===== config.mk =====
export PLATFORM = sky130hd
export DESIGN_NAME = move_collector
export DESIGN_NICKNAME = d
export VERILOG_FILES = /design/src/rtl/move_collector.sv
export SDC_FILE = /design/constraint.sdc
export NUM_CORES = 1
export LEC_CHECK = 0
export ABC_AREA = 1
export CAP_MARGIN = 20
export CELL_PAD_IN_SITES_DETAIL_PLACEMENT = 0
export CELL_PAD_IN_SITES_GLOBAL_PLACEMENT = 2
export CORE_AREA = 4 4 489 491
export DETAILED_ROUTE_END_ITERATION = 10
export DIE_AREA = 0 0 493 495
export PLACE_DENSITY_LB_ADDON = 0.1
export SETUP_SLACK_MARGIN = 0.4
export SKIP_LAST_GASP = 1
export SYNTH_ARGS = -nofsm -noshare
export SYNTH_HDL_FRONTEND = slang
export SYNTH_SLANG_ARGS = --single-unit

===== constraint.sdc =====
create_clock -name clk -period 1.9 [get_ports clk]
set_input_delay 0.38 -clock clk [delete_from_list [all_inputs] [get_ports clk]]
set_output_delay 0.38 -clock clk [all_outputs]
set_load 0.01 [all_outputs]

===== src/rtl/move_collector.sv =====
// move_collector: round-robin drain of per-square move FIFOs into one valid/ready move stream; MOVE_COLLECTOR_COUNT_EN adds a saturating move_count
module move_collector #(
  parameter int NSRC = 8,
  parameter int MVW = 19,
  parameter int SLOTS = 8
) (
  input  logic                      clk,
  input  logic                      reset_n,
  input  logic                      start,
  input  logic [NSRC*SLOTS*MVW-1:0] src_data,
  input  logic [NSRC-1:0]           src_empty,
  input  logic [NSRC-1:0]           src_done,
  output logic [NSRC-1:0]           src_rden,
  output logic                      mv_valid,
  output logic [MVW-1:0]            mv_data,
  input  logic                      mv_ready,
  output logic                      busy,
  output logic                      finished,
  output logic [7:0]                move_count
);
  localparam int WW = SLOTS * MVW;
  localparam int PW = NSRC > 1 ? $clog2(NSRC) : 1;
  localparam int KW = SLOTS > 1 ? $clog2(SLOTS) : 1;
  typedef enum logic [2:0] {IDLE, SCAN, READ, CAPTURE, EMIT, FIN} state_t;
  state_t state, state_nx;
  logic [PW-1:0] p, p_inc;
  logic [KW-1:0] k;
  logic [WW-1:0] buffer;
  logic [WW-1:0] words [NSRC];
  logic [MVW-1:0] slots [SLOTS];
  logic [MVW-1:0] slot;
  logic free, last, load, take;
  for (genvar i = 0; i < NSRC; i++) begin : g_src
    assign words[i] = src_data[i*WW +: WW];
  end
  // slot 0 sits in the most significant bits of the word
  for (genvar i = 0; i < SLOTS; i++) begin : g_slot
    assign slots[i] = buffer[(SLOTS-1-i)*MVW +: MVW];
  end
  assign slot = slots[k];
  assign free = !mv_valid || mv_ready;
  assign last = k == KW'(SLOTS - 1);
  assign load = state == EMIT && free;
  assign take = load && !slot[MVW-1];
  assign p_inc = p == PW'(NSRC - 1) ? '0 : p + 1'b1;
  assign busy = state != IDLE;
  assign finished = state == FIN;
  always_comb begin
    state_nx = state;
    src_rden = '0;
    case (state)
      SCAN: state_nx = !src_empty[p] ? READ : (&src_done && &src_empty && !mv_valid) ? FIN : SCAN;
      READ: begin
        state_nx = CAPTURE;
        src_rden[p] = 1'b1;
      end
      CAPTURE: state_nx = EMIT;
      EMIT: state_nx = free && last ? SCAN : EMIT;
      default: state_nx = IDLE;
    endcase
    if (start) state_nx = SCAN;
  end
  always_ff @(posedge clk) begin
    if (!reset_n) begin
      state <= IDLE;
      p <= '0;
      k <= '0;
      buffer <= '0;
      mv_valid <= 1'b0;
      mv_data <= '0;
    end else begin
      state <= state_nx;
      if (start) begin
        p <= '0;
        k <= '0;
        mv_valid <= 1'b0;
      end else begin
        if (state == SCAN && state_nx == SCAN) p <= p_inc;
        if (state == CAPTURE) begin
          buffer <= words[p];
          k <= '0;
        end
        // an invalid slot still consumes an EMIT cycle and frees the output register
        if (load) begin
          mv_valid <= take;
          if (take) mv_data <= slot;
          k <= k + 1'b1;
          if (last) p <= p_inc;
        end else if (mv_ready) begin
          mv_valid <= 1'b0;
        end
      end
    end
  end
`ifdef MOVE_COLLECTOR_COUNT_EN
  logic [7:0] count;
  always_ff @(posedge clk) begin
    if (!reset_n || start) count <= '0;
    else if (take && count != 8'hFF) count <= count + 1'b1;
  end
  assign move_count = count;
`else
  assign move_count = 8'd0;
`endif
endmodule


* Word-level counts from Yosys, hierarchy flattened
Cells that the tools add are included.
** Operators by class
- Add/sub/neg operators :: 2
- Magnitude comparators :: 4
- Equality and inequality tests :: 8
- Muxes and demuxes :: 24
- Bitwise operators :: 4
- Reductions and logical operators :: 18
** Operator list (count)
- binary-select mux 152 bit (select 3 bit) :: 1
- two-way mux 152 bit :: 2
- binary-select mux 19 bit (select 3 bit) :: 1
- two-way mux 19 bit :: 2
- two-way mux 3 bit :: 10
- AND reduction 8 bit :: 2
- equality test 3 bit (second input constant) :: 4
- one-hot mux 3 bit (4 select lines) :: 1
- >= comparator 4 bit (second input constant) :: 2
- two-way mux 8 bit :: 1
- inverter 3 -> 4 bit :: 2
- logical AND 1 bit :: 7
- adder 3 x 1 -> 3 bit (second input constant) :: 2
- equality test 3 x 1 -> 1 bit (second input constant) :: 2
- equality test 3 x 2 -> 1 bit (second input constant) :: 2
- < comparator 3 x 4 -> 1 bit (second input constant) :: 1
- two-way mux 1 bit :: 4
- nonzero test 2 bit :: 2
- binary-select mux 1 bit (select 3 bit) :: 1
- demux 1 bit (select 3 bit) :: 1
- >= comparator 3 x 1 -> 1 bit (second input constant) :: 1
- AND reduction 3 bit :: 1
- nonzero test 3 bit :: 1
- zero test 1 bit :: 2
- 4 further kinds :: 5
** Word-level totals
- Register bits :: 181
- Input port bits :: 1236
- Output and inout port bits :: 38

* Depth between registers and ports, before layout
Gate-level depths: netlist of the first run.
- Depth in word-level cells :: 12
- Depth in mapped cells :: 13
- Gate-level depth less buffers :: 13

* Worst setup path before layout of the first run
Ideal clock, no wire load.
- Path kind :: register -> output
- Start :: register p[0]
- End :: output port src_rden[1]
- Data arrival time :: 1.458 ns
- Required time :: 1.520 ns
- Path slack :: 0.062 ns
- Cell stages (with the launch flop) :: 7
- Path through :: dfxtp_1 > buf_2 > buf_2 > buf_2 > clkbuf_1 > nand2_1 > nor2_1
** On the way
- Cells in the longest elaborated chain, start to end :: 5
- Elaborated cells on any way between the ends :: 6
** RTL lines
- start, declared :: line 26 : logic [PW-1:0] p, p_inc;
- start signal, assigned :: line 78 : if (state == SCAN && state_nx == SCAN) p <= p_inc;
- start signal, assigned :: line 88 : if (last) p <= p_inc;
- < comparator 3 x 4 -> 1 bit (not written as such) / >= comparator 3 x 1 -> 1 bit (equally long branches) :: line 55 : src_rden[p] = 1'b1;
- logical AND 1 bit (not written as such) :: line 55
- two-way mux 1 bit (not written as such) :: line 55
- demux 1 bit (select 3 bit) * :: line 55
- two-way mux 8 bit * :: line 51 : case (state)
- end, declared :: line 13 : output logic [NSRC-1:0] src_rden,
Every way passes the cells marked *; elsewhere a longest branch is shown, timed or not.

* Worst setup path in the final report of the first run
- Start :: register p[2]
- End :: register buffer[18]
** On the way
- Cells in the longest elaborated chain, start to end :: 4
** RTL lines
- inverter 3 -> 4 bit (not written as such) :: line 80 : buffer <= words[p];
- binary-select mux 152 bit (select 3 bit) :: line 80
- two-way mux 152 bit (not written as such) (2 in series) :: line 80
- end signal, assigned :: line 80
- end, declared :: line 28 : logic [WW-1:0] buffer;
No other way between the ends. The select of a mux whose other input is x is not followed.
A chain may end at the register's enable or synchronous reset.

==> results by group, run 1 <==
Setup path
  • Critical Path End Type: register
  • CP arrival: 2.51 ns
  • CP Max Fanout: 9
  • CP Class: reg2reg
  • FF-to-FF Start: p[2]
  • FF-to-FF path depth: 9
  • WP data required: 2.33 ns
  • Crit path launch: p[2]
  • Startpoint types: register

Yosys
  • Unique masters post-synth: 36
  • Mapped Cells: 2690
  • Synth warn: 0
  • Mapped Avg Cell Area: 6.04 um2
  • Post-synthesis sequential area ratio: 22.3%
  • Synth Cell Area: 16300 um2
  • Seq cells post-synth: 181

Power and ir drop
  • Worst IR Drop VDD: 0.571 mV
  • Pwr/cell area: 302 nW/um2
  • Static Leak: 14.6 nW

Global routing
  • Met2 Use GR: 32.5%
  • Initial antenna violation count: 128
  • Gr usage total: 17.7%
  • Largest net degree at the start of global routing: 79
  • Vias in the first global route: 28800
  • GR Layer Usage met1: 21.1%
  • GR Overflow Total: 0
  • Global-route wire length before repair: 289000 um
  • Met3 Usage GRT: 4.94%
  • Top Usage Layer GRT: met2

Final layout
  • Syn-to-layout area delta: 154%
  • Final nets: 5488
  • Most frequent cells in the layout: clkdlybuf4s50_1 (1236), nand2_1 (504), o21ai_0 (300)
  • Fillers: 26800
  • Commonest non-fill, non-tap cell in the layout: clkdlybuf4s50_1
  • Final core utilization: 17.6%
  • Multi-input gate area: 13000 um2
  • Fraction of layout cells with a size suffix above 1: 23.0%
  • Register area: 3660 um2

Routing
  • Drt drc: 0
  • Detail-routed via count per cell: 3.64
  • Initial DRT Pass Iterations: 5
  • Wire per inst: 30.9 um
  • Remaining antenna violation count: 0
  • Starting DRT DRC Count: 1219
  • Routed WL: 229000 um
  • Via count: 27100

CTS
  • Clock latency at the later pin of the worst-skew pair: 0.54 ns
  • H-tree Lvls: 4
  • CTS tree: built
  • Root Buffer: clkbuf_16
  • Clock sink total: 181
  • Clk buf depth: 2
  • CTS clk-pin slew, worst paths: 0.09 ns
  • Num CTS Buffers: 17
  • Hold buffers post-CTS: 0

STA
  • Final hold slack: 0.224 ns
  • Tcrit/Tclk final: 110%
  • Fmax: 0.480 GHz
  • Slew Viols, Final: 0
  • Min Tclk post-route: 2.08 ns
  • RSZ-0062 raised after global routing: true
  • Worst Clk Skew: 0.0145 ns
  • Slew headroom: 58.3%
  • Worst slew pin tran: 0.619 ns
  • Setup Viol. Count Final: 120
  • Hold Vio Cnt, Final: 0
  • Final setup margin: -0.182 ns
  • Setup TNS: -6.60 ns

Place
  • Dpl hpwl: 182000 um
  • IO buf count: 1265
  • GP Congestion: 0.787
  • Dpl ws: -0.423 ns

Floorplanning
  • Starting Density: 6.93%
  • Row count: 178
  • Core area: 235000 um2
  • Die ar.: 244000 um2
  • Chip height: 495 um
  • I/O pin total: 1274
  • Die Width: 493 um

Outcome
  • Status: finished, violations left
  • Failing checks: setup timing

Min path
  • Hold Crit Start: reset_n
  • Hold crit path type: in2reg
  • WHS Path Cells: 3

Flow run
  • Max Cap Viol: 0
-- path summary, 6_finish.rpt --
kind | to | slack [ns]
setup / recovery | buffer[18] | -0.18
hold / removal | buffer[91] | 0.22
setup reg to reg | buffer[18] | -0.18
hold reg to reg | mv_data[18] | 0.44
-- power by group --
part	internal (mW)	switching (mW)
registers	3.81	0.0336
logic	3.01	1.73
clock network	1.84	2.07
total	8.65	3.84
-- synthesized netlist by cell type --
library cell / number / area, um2
clkinv_1: 1 / 3.75
inv_2: 10 / 37.5
o21ai_1: 7 / 35.0
nand4_1: 42 / 263
nand3_1: 270 / 1350
ha_1: 4 / 50.1
inv_1: 75 / 282
or2_2: 1 / 6.26
buf_2: 108 / 541
a41oi_1: 10 / 87.6
a31o_2: 2 / 17.5
nand2_2: 2 / 12.5
clkbuf_1: 101 / 379
nor2_4: 3 / 33.8
a211oi_1: 35 / 263
dfxtp_1: 181 / 3620
a21oi_1: 308 / 1540
a31o_1: 33 / 289
o221a_2: 18 / 203
o21a_1: 3 / 22.5
buf_1: 22 / 82.6
buf_6: 7 / 78.8
o221ai_1: 18 / 158
nor2_1: 287 / 1080
a31oi_1: 25 / 156
o21ai_0: 350 / 1750
a22o_1: 125 / 1090
o22ai_1: 40 / 250
conb_1: 1 / 3.75
a221oi_1: 35 / 307
clkbuf_2: 1 / 5.00
nand2_1: 527 / 1980
nor3_1: 4 / 20.0
nor2_2: 1 / 6.26
nor3_2: 1 / 10.0
buf_4: 32 / 240
-- kinds of logic (layout without fill, tap and decap cells) --
group                    after synthesis  after routing  synth area share (%)
flip-flops                           181            181                  22.3
AO/OA/AOI/OAI                       1009           1009                  38.0
adder cells (fa/ha/maj)                4              4                 0.308
AND/OR/NAND/NOR                     1138           1138                  29.3
buffers and inverters                357           1921                  10.1
other                                  1             31                0.0231
-- stage by stage --
stage / cells / cell area [um2] / total power, mW
finish: 7434 / 41400 / 12.5
floorplan: 2697 / 16400 / 4.76
global placement: 7166 / 35000 / 8.42
CTS: 7339 / 39200 / 12.7
detailed placement: 7166 / 35000 / 8.40
global route: 7414 / 41300 / 13.1
-- state kept, by name, summed over array words and instances, names as in the netlist --
name	count
buffer	152
state	3
k	3
mv_valid	1
mv_data	19
p	3
-- layer usage --
layer  wire (um)  up-vias
met1       96800    13000
met3       13900      238
met2      116000     1001
met4        1920      100
met5         596        -
li1            -    12800
-- worst max-delay path, stage by stage, from the launching register on --
cell      delay, ns
dfxtp_4        0.40
buf_6          0.12
nor2_4         0.05
buf_12         0.15
buf_4          0.19
buf_16         0.14
a221oi_1       0.41
a31o_2         0.30
buf_12         0.11
a21oi_1        0.05
-- area by class of cell --
| type | count | area share (%) |
|---|---|---|
| tap | 3150 | 9.53 |
| multi-input combinational | 2159 | 31.5 |
| sequential | 181 | 8.84 |
| clock buffer | 18 | 1.04 |
| timing repair buffer | 1802 | 47.6 |
| antenna | 23 | 0.139 |
| timing repair inverter | 1 | 0.0212 |
| clock inverter | 14 | 0.342 |
| inverter | 86 | 0.962 |
-- timing repair --
action	4_1_cts	5_1_grt
resized for setup	539	275
pin swaps	85	92
endpoints found under the setup margin	209	200
setup buffers	111	57
gates cloned	30	15
Note: power is estimated with default switching activity, not from simulation.
==> run 2: changes to the inputs <==
--- a/config.mk
+++ b/config.mk
@@ -10,6 +10,7 @@
 export CELL_PAD_IN_SITES_DETAIL_PLACEMENT = 0
 export CELL_PAD_IN_SITES_GLOBAL_PLACEMENT = 2
 export CORE_AREA = 4 4 489 491
+export CTS_CLUSTER_SIZE = 20
 export DETAILED_ROUTE_END_ITERATION = 10
 export DIE_AREA = 0 0 493 495
 export PLACE_DENSITY_LB_ADDON = 0.1
==> constraint.sdc (replaced) <==
create_clock -name clk -period 2.2 [get_ports clk]
set_input_delay 0.44 -clock clk [delete_from_list [all_inputs] [get_ports clk]]
set_output_delay 0.44 -clock clk [all_outputs]
set_load 0.01 [all_outputs]
==> run 2 against run 1 <==
The flow now finishes without violations. Global-route usage decreased by 0.093 points. Highest routed layer unchanged. Critical endpoint is now buffer[89]. Largest power group unchanged. Flip-flop and latch count unchanged. Routed wire length down 0.28%. Worst setup slack gained 0.28 ns.
==> results by group, run 2 (same netlist as run 1, synthesis figures left out) <==
Outcome
  • Status: complete, no violations

CTS
  • Clock sink total: 181
  • Clock latency at the later pin of the worst-skew pair: 0.54 ns
  • H-tree Lvls: 4
  • CTS tree: built
  • Hold buffers post-CTS: 0
  • CTS clk-pin slew, worst paths: 0.09 ns
  • Num CTS Buffers: 17
  • Clk buf depth: 2
  • Root Buffer: clkbuf_16

STA
  • Setup Viol. Count Final: 0
  • Fmax: 0.475 GHz
  • Final setup margin: 0.0953 ns
  • Min Tclk post-route: 2.10 ns
  • RSZ-0062 raised after global routing: true
  • Worst Clk Skew: 0.0202 ns
  • Worst slew pin tran: 0.746 ns
  • Final hold slack: 0.320 ns
  • Setup TNS: 0 ns
  • Slew headroom: 49.7%
  • Tcrit/Tclk final: 95.7%
  • Hold Vio Cnt, Final: 0
  • Slew Viols, Final: 0

Power and ir drop
  • Reg power frac: 30.9%
  • Sw power: 3.41 mW
  • Worst IR Drop VDD: 0.363 mV
  • Static Leak: 13.9 nW
  • Net Sw Frac: 31.7%
  • P_int: 7.34 mW
  • Pwr/cell area: 268 nW/um2
  • Gate power share: 36.7%
  • Clk network pwr share: 32.4%

Setup path
  • Critical Path End Type: register
  • Crit path launch: state[1]
  • Levels on crit path: 13
  • CP Max Fanout: 6
  • CP arrival: 2.57 ns
  • CP Class: reg2reg
  • Critical path's slowest cell: dfxtp_2
  • Max stage delay on crit path: 0.34 ns
  • Most common cell type on the critical path: buf_12
  • FF-to-FF Start: state[1]
  • Worst path bufs/invs: 9
  • CP top delay family: buffers and inverters
  • FF-to-FF path depth: 13
  • WP data required: 2.66 ns
  • Cell Chain, Critical Path: inv_2 -> buf_6 -> nor3_4 -> buf_6 -> inv_6 -> nor2_4 -> buf_12 -> buf_16 -> buf_12 -> buf_12 -> buf_16 -> nand3_1 -> a21oi_1
  • Startpoint types: register

Final layout
  • Max reg flops: 152
  • Final core utilization: 17.1%
  • Design area: 40100 um2
  • Commonest non-fill, non-tap cell in the layout: clkdlybuf4s50_1
  • Largest register by flop count: buffer
  • Fraction of layout cells with a size suffix above 1: 19.2%
  • Largest registers: buffer (152), mv_data (19)
  • Final nets: 5415
  • Syn-to-layout area delta: 147%
  • Most frequent cells in the layout: clkdlybuf4s50_1 (1240), nand2_1 (517), o21ai_0 (323)

Routing
  • Routed WL: 229000 um
  • Starting DRT DRC Count: 1232
  • Initial DRT Pass Iterations: 4
  • Wire per inst: 30.9 um
  • Remaining antenna violation count: 0
  • Drt drc: 0
  • Via count: 26700
  • Detail-routed via count per cell: 3.61

Place
  • Dpl ws: -0.102 ns
  • Placed inst area: 34300 um2
  • GP Congestion: 0.789
  • IO buf count: 1265
  • Dpl hpwl: 182000 um

Global routing
  • GR Overflow Total: 0
  • Global-route wire length before repair: 286000 um
  • Vias in the first global route: 28400
  • Initial antenna violation count: 145
  • Gr usage total: 17.6%
  • Largest net degree at the start of global routing: 84

Flow run
  • Max Cap Viol: 0

Floorplanning
  • Die ar.: 244000 um2
  • Starting Density: 6.93%
  • I/O pin total: 1274
  • Chip height: 495 um
  • Die Width: 493 um
  • Row count: 178
  • Core area: 235000 um2

Min path
  • Hold Crit Start: reset_n
  • WHS Path Cells: 3
  • Hold crit path type: in2reg
[run 2: cell count changes in the layout (fill, tap and decap cells not counted), sizes merged, moves of 4 or more]
cell,previous run,this run
clkdlybuf4s50,1236,1240
buf,544,455
clkdlybuf4s15,0,11
diode,23,55
clkinvlp,4,0
[run 2: what timing repair did]
item	in CTS	in global routing
gates cloned	28	20
setup endpoints to repair	208	196
gates resized for setup	288	330
setup buffers	61	94
pin swaps	31	69
[run 2: path summary, 6_finish.rpt]
check / slack, ns / to
worst min register to register: 0.48 / buffer[109]
worst max-delay path: 0.1 / buffer[89]
worst min-delay path: 0.32 / buffer[20]
worst max register to register: 0.1 / buffer[89]
[run 2: power by group through the flow]
stage / Clock, mW / Combinational [mW] / Sequential [mW]
finish: 3.48 / 3.94 / 3.32
global route: 3.79 / 4.21 / 3.33
CTS: 3.72 / 3.89 / 3.32
detailed placement: 0 / 3.74 / 3.41
global placement: 0 / 3.76 / 3.41
floorplan: 0 / 0.728 / 3.38
[run 2: stage by stage]
stage / std cells / power, mW
after floorplan: 2697 / 4.11
after global placement: 7103 / 7.17
after detailed placement: 7103 / 7.15
after CTS: 7224 / 10.9
after global routing: 7362 / 11.3
final: 7393 / 10.7
[run 2: cell type report]
cell class / count / area [um2]
clock inverters: 15 / 176
repair inverters: 1 / 16.3
fillers: 26900 / 195000
clock buffers: 17 / 425
repair buffers: 1729 / 18800
inverters: 86 / 377
well taps: 3150 / 3940
flip-flops and latches: 181 / 3650
multi-input cells: 2159 / 12500
diodes: 55 / 138
[run 2: per-layer routing]
metal	wire (um)	global-route usage, %	vias to the layer above
li1	-	-	12700
met5	633	0	-
met2	114000	31.2	1007
met4	4100	3.61	98
met1	95300	20.7	12700
met3	15200	5.54	241
[run 2: worst reg2reg max path: stages, from the launching register on]
cell and delay [ns]:
dfxtp_2 0.34, inv_2 0.05, buf_6 0.12, nor3_4 0.18, buf_6 0.15, inv_6 0.04
nor2_4 0.20, buf_12 0.15, buf_16 0.15, buf_12 0.18, buf_12 0.11, buf_16 0.14
nand3_1 0.09, a21oi_1 0.12
==> run 3: changes to the inputs <==
--- a/config.mk
+++ b/config.mk
@@ -9,10 +9,10 @@
 export CAP_MARGIN = 20
 export CELL_PAD_IN_SITES_DETAIL_PLACEMENT = 0
 export CELL_PAD_IN_SITES_GLOBAL_PLACEMENT = 2
-export CORE_AREA = 4 4 489 491
+export CORE_AREA = 4 4 491 493
 export CTS_CLUSTER_SIZE = 20
 export DETAILED_ROUTE_END_ITERATION = 10
-export DIE_AREA = 0 0 493 495
+export DIE_AREA = 0 0 495 497
 export PLACE_DENSITY_LB_ADDON = 0.1
 export SETUP_SLACK_MARGIN = 0.4
 export SKIP_LAST_GASP = 1
==> constraint.sdc (replaced) <==
create_clock -name clk -period 1.8 [get_ports clk]
set_input_delay 0.36 -clock clk [delete_from_list [all_inputs] [get_ports clk]]
set_output_delay 0.36 -clock clk [all_outputs]
set_load 0.01 [all_outputs]
==> run 3 against run 2 <==
The run now ends with setup timing left. First-iteration DRC count up 1.2%. Flip-flop and latch count unchanged. Utilization grew 0.46 points. Maximum frequency rose by 3.1%. Clock power is 18% higher. Critical path type unchanged.
==> results by group, run 3 (same netlist as run 1, synthesis figures left out) <==
Outcome
  • Status: finished, violations left
  • Failing checks: setup timing

Global routing
  • Largest net degree at the start of global routing: 78
  • GR Overflow Total: 0
  • Initial antenna violation count: 98
  • Gr usage total: 16.9%
  • Vias in the first global route: 28600
  • Global-route wire length before repair: 280000 um

Floorplanning
  • Starting Density: 6.86%
  • Core area: 237000 um2
  • Die Width: 495 um
  • Die ar.: 246000 um2
  • Chip height: 497 um
  • Row count: 179
  • I/O pin total: 1274

Final layout
  • Syn-to-layout area delta: 156%
  • Max reg flops: 152
  • Largest registers: buffer (152), mv_data (19)
  • Final nets: 5513
  • Most frequent cells in the layout: clkdlybuf4s50_1 (1233), nand2_1 (503), buf_4 (329)
  • Largest register by flop count: buffer
  • Commonest non-fill, non-tap cell in the layout: clkdlybuf4s50_1
  • Fraction of layout cells with a size suffix above 1: 25.2%
  • Final core utilization: 17.5%

Routing
  • Drt drc: 0
  • Met2 WL: 112000 um
  • Wire per inst: 30.0 um
  • Met3 WL post-DR: 14900 um
  • Routed WL: 224000 um
  • Met1 WL: 94700 um
  • Via count: 26800
  • Remaining antenna violation count: 0
  • Initial DRT Pass Iterations: 5
  • Starting DRT DRC Count: 1247
  • Detail-routed via count per cell: 3.59
  • Max layer used: met5

CTS
  • Root Buffer: clkbuf_16
  • Clock latency at the later pin of the worst-skew pair: 0.53 ns
  • Hold buffers post-CTS: 0
  • CTS clk-pin slew, worst paths: 0.08 ns
  • Clk buf depth: 2
  • Clock sink total: 181
  • H-tree Lvls: 4
  • Num CTS Buffers: 17
  • CTS tree: built

Setup path
  • CP arrival: 2.47 ns
  • Startpoint types: register
  • Critical Path End Type: register
  • Worst reg2reg endpoint: buffer[100]
  • Worst reg-to-reg setup slack: -0.24 ns
  • CP Max Fanout: 9
  • FF-to-FF path depth: 9
  • WP data required: 2.22 ns
  • FF-to-FF Start: p[2]
  • CP Class: reg2reg

Min path
  • Hold crit path type: in2reg
  • Worst hold path endpoint: buffer[101]
  • Hold Crit Start: reset_n
  • WHS Path Cells: 2

STA
  • Tcrit/Tclk final: 113%
  • Fmax: 0.490 GHz
  • Worst Clk Skew: 0.0168 ns
  • Worst slew pin tran: 0.785 ns
  • Slew headroom: 47.1%
  • Slew Viols, Final: 0
  • RSZ-0062 raised after global routing: true
  • Final setup margin: -0.241 ns
  • Min Tclk post-route: 2.04 ns
  • Hold Vio Cnt, Final: 0
  • Setup Viol. Count Final: 176

Place
  • Dpl hpwl: 180000 um
  • IO buf count: 1265
  • GP Congestion: 0.780

Power and ir drop
  • Total chip power: 13.2 mW
  • Worst IR Drop VDD: 0.833 mV
  • Pwr/cell area: 318 nW/um2
  • Static Leak: 14.6 nW

Flow run
  • Max Cap Viol: 0
## run 3: changes by cell type in the layout (fill, tap and decap cells not counted), moves of 13 or more
cell / delta
a21oi_1: -47
a21oi_2: +43
buf_4: +86
buf_6: +39
dfxtp_1: -19
dfxtp_2: +15
diode_2: -38
nand2_1: -14
nand3_1: -47
nand3_2: +42
o21ai_0: -16
o21ai_2: +13
## run 3: metrics by stage
stage	instances	hold WS, ns	setup WS, ns	cell area [um2]	setup TNS [ns]
after floorplan	2697	0.450	0.338	16600	0
after global placement	7251	0.471	-0.519	35600	-40.63
after detailed placement	7251	0.468	-0.523	35600	-41.09
after CTS	7344	0.149	-0.285	38000	-34.87
after global routing	7457	0.163	-0.291	41500	-38.30
final	7470	0.221	-0.241	41600	-21.80
## run 3: worst max path at each step
stage / start / to / slack, ns / cells after the start
6_report: p[2] / buffer[100] / -0.24 / 9
5_1_grt: p[2] / buffer[100] / -0.29 / 11
4_1_cts: p[2] / buffer[102] / -0.28 / 10
3_5_place_dp: k[1] / mv_data[7] / -0.52 / 8
3_3_place_gp: p[2] / buffer[98] / -0.52 / 10
2_1_floorplan: state[1] / buffer[125] / 0.34 / 8
## run 3: final cells by class
class	count	area [um2]
antenna	17	42.5
multi-input combinational	2159	13300
inverter	86	394
tap	3167	3960
clock inverter	10	97.6
sequential	181	3680
timing repair inverter	1	16.3
clock buffer	22	474
fill	27200	195000
timing repair buffer	1827	19600
## run 3: report_power, final
part           switching [mW]  total, mW  internal [mW]
Clock                    2.08       4.10           2.02
Combinational            1.84       5.05           3.21
Sequential             0.0357       4.05           4.01
## run 3: layer usage
layer	global-route usage, %	vias to the layer above
li1	-	12800
met1	20.3	12800
met2	30.4	939
met3	5.10	173
met4	1.65	102
met5	0	-
## run 3: timing repair
action	CTS	global route
resized for setup	266	568
buffers inserted	43	83
setup endpoints to repair	211	211
pin swaps	28	122
cloned	18	26
## run 3: critical path, cell delays in order, from the launching register on
cell	delay, ns
dfxtp_4	0.38
buf_12	0.13
nor2_4	0.05
buf_12	0.15
buf_16	0.18
buf_16	0.17
a221oi_1	0.39
buf_4	0.19
a31o_1	0.19
a21oi_1	0.08
